File: src/rtl/hwt_pattern_driver_if.sv
// Bundle of the pattern-driver control, result and stimulus signals.
// The master modport is the driver side; the slave modport is the controller/DUT side.
interface hwt_pattern_driver_if;
  logic       start;
  logic       a_out;
  logic       b_out;
  logic       c_out;
  logic       d_out;
  logic       y_in;
  logic       busy;
  logic       done;
  logic       fail;
  logic [4:0] fail_count;
  logic [3:0] first_fail_vec;

  modport master (
    input  start, y_in,
    output a_out, b_out, c_out, d_out,
    output busy, done, fail, fail_count, first_fail_vec
  );

  modport slave (
    output start, y_in,
    input  a_out, b_out, c_out, d_out,
    input  busy, done, fail, fail_count, first_fail_vec
  );
endinterface

File: src/rtl/hwt_pattern_driver.sv
// Exhaustive 16-vector scan of a 4-input DUT against g = d & (c | (a & b)).
// Optional HWT_STICKY_ALARM_EN adds a sticky alarm output that only rst clears.
module hwt_pattern_driver #(
  parameter int unsigned SETTLE_CYCLES = 2
) (
  input  logic                        clk,
  input  logic                        rst,
  hwt_pattern_driver_if.master        bus
`ifdef HWT_STICKY_ALARM_EN
  ,
  output logic                        alarm
`endif
);

  typedef enum logic [2:0] {
    S_IDLE,
    S_DRIVE,
    S_SETTLE,
    S_SAMPLE,
    S_DONE
  } state_e;

  state_e     state_q, state_d;
  logic [3:0] vec_q, vec_d;
  logic [3:0] settle_cnt_q, settle_cnt_d;
  logic [4:0] fail_count_q, fail_count_d;
  logic [3:0] first_fail_q, first_fail_d;
  logic       busy_q, busy_d;
  logic       done_q, done_d;
  logic       golden;
  logic       mismatch;

  assign golden = vec_q[0] & (vec_q[1] | (vec_q[3] & vec_q[2]));

  // NOTE: every always_comb output gets a default first, so no path can infer a latch.
  always_comb begin
    state_d      = state_q;
    vec_d        = vec_q;
    settle_cnt_d = settle_cnt_q;
    fail_count_d = fail_count_q;
    first_fail_d = first_fail_q;
    mismatch     = 1'b0;

    unique case (state_q)
      S_IDLE: begin
        if (bus.start) begin
          vec_d        = 4'd0;
          fail_count_d = 5'd0;
          first_fail_d = 4'd0;
          state_d      = S_DRIVE;
        end
      end
      S_DRIVE: begin
        settle_cnt_d = 4'(SETTLE_CYCLES);
        state_d      = S_SETTLE;
      end
      S_SETTLE: begin
        // Counter holds the SETTLE cycles still to spend, this one included.
        if (settle_cnt_q <= 4'd1) begin
          settle_cnt_d = 4'd0;
          state_d      = S_SAMPLE;
        end else begin
          settle_cnt_d = settle_cnt_q - 4'd1;
        end
      end
      S_SAMPLE: begin
        mismatch = (bus.y_in != golden);
        if (mismatch) begin
          if (fail_count_q != 5'd16) fail_count_d = fail_count_q + 5'd1;
          if (fail_count_q == 5'd0)  first_fail_d = vec_q;
        end
        if (vec_q != 4'd15) begin
          vec_d   = vec_q + 4'd1;
          state_d = S_DRIVE;
        end else begin
          state_d = S_DONE;
        end
      end
      S_DONE:  state_d = S_IDLE;
      default: state_d = S_IDLE;
    endcase
  end

  // busy/done are registered decodes of the next state so they line up with the state register.
  always_comb begin
    busy_d = (state_d != S_IDLE);
    done_d = (state_d == S_DONE);
  end

  // NOTE: sequential state uses non-blocking assignments so every flop samples pre-edge values.
  always_ff @(posedge clk or posedge rst) begin
    if (rst) begin
      state_q      <= S_IDLE;
      vec_q        <= 4'd0;
      settle_cnt_q <= 4'd0;
      fail_count_q <= 5'd0;
      first_fail_q <= 4'd0;
      busy_q       <= 1'b0;
      done_q       <= 1'b0;
    end else begin
      state_q      <= state_d;
      vec_q        <= vec_d;
      settle_cnt_q <= settle_cnt_d;
      fail_count_q <= fail_count_d;
      first_fail_q <= first_fail_d;
      busy_q       <= busy_d;
      done_q       <= done_d;
    end
  end

  assign bus.a_out          = vec_q[3];
  assign bus.b_out          = vec_q[2];
  assign bus.c_out          = vec_q[1];
  assign bus.d_out          = vec_q[0];
  assign bus.busy           = busy_q;
  assign bus.done           = done_q;
  assign bus.fail           = (fail_count_q != 5'd0);
  assign bus.fail_count     = fail_count_q;
  assign bus.first_fail_vec = first_fail_q;

`ifdef HWT_STICKY_ALARM_EN
  logic alarm_q, alarm_d;

  always_comb alarm_d = alarm_q | mismatch;

  always_ff @(posedge clk or posedge rst) begin
    if (rst) alarm_q <= 1'b0;
    else     alarm_q <= alarm_d;
  end

  assign alarm = alarm_q;
`endif

endmodule

File: src/flat_wrapper.sv
// flat-port wrapper written by rule: the top's interface ports become plain ports
module hwt_pattern_driver_flat 
#(
  parameter int unsigned SETTLE_CYCLES = 2
)
  (clk, rst, bus_start, bus_y_in, bus_a_out, bus_b_out, bus_c_out, bus_d_out, bus_busy, bus_done, bus_fail, bus_fail_count, bus_first_fail_vec);
  hwt_pattern_driver_if bus_i ();
  input  logic clk;
  input  logic rst;
  input wire logic [$bits(bus_i.start)-1:0] bus_start;
  input wire logic [$bits(bus_i.y_in)-1:0] bus_y_in;
  output wire logic [$bits(bus_i.a_out)-1:0] bus_a_out;
  output wire logic [$bits(bus_i.b_out)-1:0] bus_b_out;
  output wire logic [$bits(bus_i.c_out)-1:0] bus_c_out;
  output wire logic [$bits(bus_i.d_out)-1:0] bus_d_out;
  output wire logic [$bits(bus_i.busy)-1:0] bus_busy;
  output wire logic [$bits(bus_i.done)-1:0] bus_done;
  output wire logic [$bits(bus_i.fail)-1:0] bus_fail;
  output wire logic [$bits(bus_i.fail_count)-1:0] bus_fail_count;
  output wire logic [$bits(bus_i.first_fail_vec)-1:0] bus_first_fail_vec;
  assign bus_i.start = bus_start;
  assign bus_i.y_in = bus_y_in;
  assign bus_a_out = bus_i.a_out;
  assign bus_b_out = bus_i.b_out;
  assign bus_c_out = bus_i.c_out;
  assign bus_d_out = bus_i.d_out;
  assign bus_busy = bus_i.busy;
  assign bus_done = bus_i.done;
  assign bus_fail = bus_i.fail;
  assign bus_fail_count = bus_i.fail_count;
  assign bus_first_fail_vec = bus_i.first_fail_vec;
  hwt_pattern_driver #(.SETTLE_CYCLES(SETTLE_CYCLES)) u_core (.clk(clk), .rst(rst), .bus(bus_i));
endmodule
File: config.mk
export PLATFORM = sky130hd
export DESIGN_NAME = hwt_pattern_driver_flat
export DESIGN_NICKNAME = d
export VERILOG_FILES = /design/src/rtl/hwt_pattern_driver_if.sv /design/src/rtl/hwt_pattern_driver.sv /design/src/flat_wrapper.sv
export SDC_FILE = /design/constraint.sdc
export NUM_CORES = 1
export LEC_CHECK = 0
export CAP_MARGIN = 25
export CORE_UTILIZATION = 45
export DETAILED_ROUTE_END_ITERATION = 6
export MAX_ROUTING_LAYER = met4
export PLACE_DENSITY_LB_ADDON = 0.25
export SYNTH_ARGS = -nofsm -noshare
export SYNTH_HDL_FRONTEND = slang
export SYNTH_SLANG_ARGS = --single-unit
File: constraint.sdc
create_clock -name clk -period 3.5 [get_ports clk]
set_input_delay 1.05 -clock clk [delete_from_list [all_inputs] [get_ports clk]]
set_output_delay 1.05 -clock clk [all_outputs]
set_load 0.1 [all_outputs]
Yosys cells after proc, flatten, opt, wreduce, memory -nomap -nowiden:

Cells that the tools add are included.

* $add $sub $neg: 3
* multipliers: 0
* div/mod/pow operators: 0
* $lt $le $gt $ge: 1
* equality and inequality tests: 12
* shift operators: 0
* multiplexer cells: 16
* bitwise operators: 3
* reduce and logical (&&, ||, !) cells: 9

Operators with widths (number)
* one-hot mux 4 bit (2 select lines): 3
* 2-to-1 mux 4 bit: 5
* 2-to-1 mux 5 bit: 3
* one-hot mux 3 bit (4 select lines): 1
* one-hot mux 5 bit (2 select lines): 1
* 2-to-1 mux 3 bit: 3
* != test 2 x 1 -> 1 bit, second input constant: 4
* AND reduction 4 bit: 2
* == test 3 x 2 -> 1 bit, second input constant: 2
* adder 5 x 1 -> 5 bit, second input constant: 1
* logical NOT 5 bit: 1
* != test 5 bit, second input constant: 1
* nonzero test 5 bit: 1
* adder 4 x 1 -> 4 bit, second input constant: 1
* less-or-equal comparator 4 x 1 -> 1 bit, second input constant: 1
* != test 4 bit, second input constant: 1
* nonzero test 2 bit: 2
* subtractor 4 x 1 -> 4 bit, second input constant: 1
* == test 3 x 1 -> 1 bit, second input constant: 1
* == test 3 bit, second input constant: 1
* logical NOT 3 bit: 1
* AND reduction 3 bit: 1
* nonzero test 3 bit: 1
* AND 1 bit: 2
* 3 further kinds: 3

* flip-flop bits (word level): 22
* bits in latches: 0
* bits in writable memories: 0
* memory bits (read-only): 0
* input port bits: 4
* memories kept: 0

Longest topological paths before layout:

* depth in word-level cells: 6
* depth in mapped cells: 6
* depth with buffers taken out: 6

Worst setup path before layout:

No wires, ideal clock.

* path kind: register to output
* from: register u_core.fail_count_q[0], in the netlist u_core.bus.fail_count[0]
* to: output port bus_fail
* arrival: 1.746 ns
* required time: 2.450 ns
* setup slack: 0.704 ns
* stages on the path, launching flop included: 4
* path buffers: 0
* path through: dfrtp_1 -> inv_1 -> ha_1 -> or4b_4

* longest elaborated chain between the ends: 1

Ends and longest elaborated chain
* from (decl): RTL line hwt_pattern_driver.sv:26 `logic [4:0] fail_count_q, fail_count_d;`
* from (signal assigned): RTL line hwt_pattern_driver.sv:104 `fail_count_q <= fail_count_d;`
* nonzero test 5 bit: RTL line hwt_pattern_driver.sv:117 `assign bus.fail = (fail_count_q != 5'd0);`
* to (decl): RTL line flat_wrapper.sv:18 `output wire logic [$bits(bus_i.fail)-1:0] bus_fail;`

Every way passes these cells.

Final worst setup path:

Same ends and word-level chain as after synthesis.

==> results.md <==
* Adder-Cell Fraction of Synth Area at 0.0511
* M1 GR Usage at 0.260
* Max Fclk at 348 MHz
* Final ANT Viol Nets at 0
* Multi-input logic area at 621 um^2
* Final worst slack at 0.625 ns
* Final GP Congestion at 0.767
* Synth Instances at 126
* Initial antenna violation count at 0
* Main combinational cell family by area after synthesis: simple AND/OR/NAND/NOR gates
* Number of antenna diodes at 0
* GRT overflow at 0
* Crit share post-route at 0.821
* Syn_nets at 135
* Total wire length at 2420 um
* Final slew viol count at 0
* Share of post-route cells with drive strength above 1 at 0.199
* RSZ-0062 raised after global routing: no
* Setup WS pre-CTS at 0.851 ns
* Reg2Reg Depth at 4
* Pin count of the biggest net entering global routing at 23
* Die H at 54.1 um
* Crit Path Max Fanout at 7
* WL per Instance at 13.7 um
* Synth top area share at 0.450
* Post-CTS resize count at 0
* Beginning of the worst hold path: u_core.bus.first_fail_vec[1]
* Syn avg cell area at 9.71 um^2
* Wire length of the first global-routing pass at 4130 um
* Vias in the first global route at 914
* FP Rows at 18
* Leading area contributor after synthesis: dfrtp_1
* Clk slew on worst S/H paths at 0.13 ns
* GRT met3 Usage at 0.0621
* H-Tree Depth at 1
* Nets at 156
* Post-synthesis simple-gate area fraction at 0.244
* Placed cell count at 172
* Fin. Hold Viols at 0
* DRC viols at 0
* Ports at 20
* Status: finished clean
* Critical Path AT at 1.83 ns
* Drt first pass iters at 4
* Global-route usage over all layers at 0.203
* # setup viols final at 0
* Worst R2R End: u_core.bus.fail_count[0]
* Maxcap violations at 0
* Synth Area in Compound Gates at 0.155
* CTS tree: yes
* Post-CTS Setup Inserts at 0
* Core Area at 2520 um^2
* Num CTS Buffers at 3
* Die X at 54.1 um
* Post-Layout Cell Count at 176
* Mux cell area share after synthesis at 0.0419
* GRT busiest layer: met2
* Fin crit period at 2.88 ns
* Syn Std Cell Area at 1220 um^2
* Rel. slew slack at 0.435
* Area growth, synth to finish at 17.8%
* Hold Crit Endpoint: u_core.bus.first_fail_vec[1]
* Crit path kind: reg -> out
* Hold depth at 2
* Initial DRC Count at 19
* Via count at 998
* Crit end category: output port
* Initial Utilization at 0.485
* GRT met2 Usage at 0.317
* Worst clock skew at 0.00978 ns
* Setup TNS at 0 ns
* Largest cells by area after synthesis: dfrtp_1, nand3_1, ha_1
* Register area share after synthesis at 0.450
* Clock tree buffer depth at 2
* Post-Synth XOR/XNOR Area at 0.0143
* Port bufs at 19
* Reg-to-Reg Start: u_core.state_q[1]
* Fin Hold WS at 0.553 ns
* Worst path required time at 2.45 ns
* Vias per inst at 5.67
* Detail Placement HPWL at 1670 um
* CP Launch Type: flop
* Count of different cell masters after synthesis at 44
* HP Class: reg -> reg
* Clock Latency Late Sink at 0.31 ns
* Sink Count at 22
* Clk root buf: clkbuf_4
* Cts hold-fix bufs at 0
* Synth warn at 0
* Fillers at 220
* Die area at 2930 um^2
* Seq cells post-synth at 22
* Worst-Margin Slew at 0.847 ns
* Register area at 551 um^2
* Worst R2R Setup Slack at 1.68 ns
==> cells in the mapped netlist, drive strengths merged <==
cell and n:
dfrtp 22, nand2b 3, a31oi 1, mux2 1, nand3 14, mux2i 4, clkbuf 1, a21boi 2
buf 2, or2 1, o21bai 1, o32a 1, o31ai 1, o22ai 1, o31a 1, nand3b 2
and2 3, a21oi 1, a22oi 1, and3b 1, o221a 1, o21ai 13, ha 5, o221ai 1
or3 2, nand2 11, a22o 1, nand4 1, or4b 1, o311ai 1, nor2 7, or3b 1
inv 8, o21a 1, nor2b 1, nand4b 1, nor3 4, xnor2 2
==> stage by stage <==
step | utilization | area [um^2]
floorplan | - | 1220
global placement | 0.551 | 1390
detailed placement | 0.551 | 1390
CTS | 0.571 | 1440
global route | 0.571 | 1440
finish | 0.571 | 1440
==> worst max-delay path: stages (launching register included) <==
cell     delay [ns]
dfrtp_1        0.48
inv_1          0.09
ha_1           0.19
or4b_4         0.50
buf_4          0.25
==> how the worst max path moves through the flow <==
stage,start,to,cells past startpoint
floorplan,u_core.bus.fail_count[0],bus_fail,3
finish,u_core.bus.fail_count[0],bus_fail,4
global placement,bus_y_in,u_core.bus.fail_count[0],5
global route,u_core.bus.fail_count[0],bus_fail,4
CTS,u_core.bus.fail_count[0],bus_fail,4
detailed placement,bus_y_in,u_core.bus.fail_count[0],5
==> cell usage in the layout, fill, tap and decap left out, drive strengths merged, types with 3 or more instances in the layout <==
master / n
nand3: 14
nor3: 4
nand2: 11
nor2: 7
dfrtp: 22
buf: 16
mux2i: 4
o21ai: 13
and2: 3
clkbuf: 3
inv: 8
nand2b: 3
clkdlybuf4s50: 3
ha: 5
==> sequential cells by signal (all words and copies together), names as in the netlist <==
| name | cells |
|---|---|
| u_core.bus.first_fail_vec | 4 |
| u_core.state_q | 3 |
| u_core.bus.busy | 1 |
| u_core.bus.fail_count | 5 |
| u_core.bus.done | 1 |
| u_core.vec_q | 4 |
| u_core.settle_cnt_q | 4 |
==> layout make-up <==
cell class	instances	share of cell area
multi-input combinational	93	0.431
sequential	22	0.382
timing repair buffer	19	0.104
tap	30	0.0260
clock inverter	1	0.0208
inverter	8	0.0208
clock buffer	3	0.0156
==> routing by layer <==
metal / routed length [um] / up-vias
met5: 0 / -
met4: 11 / 0
met3: 117 / 2
met2: 1160 / 28
met1: 1130 / 471
li1: - / 497
==> kinds of logic (layout without fill, tap and decap cells) <==
| group | after synthesis | after routing |
|---|---|---|
| compound gates | 28 | 28 |
| xor+xnor | 2 | 2 |
| fa+ha+maj | 5 | 5 |
| buf+inv | 11 | 31 |
| flops | 22 | 22 |
| mux | 5 | 5 |
| simple gates | 53 | 53 |
Power is not shown: default switching activity piles up to over one toggle a cycle in this logic, so the estimate is an artifact.
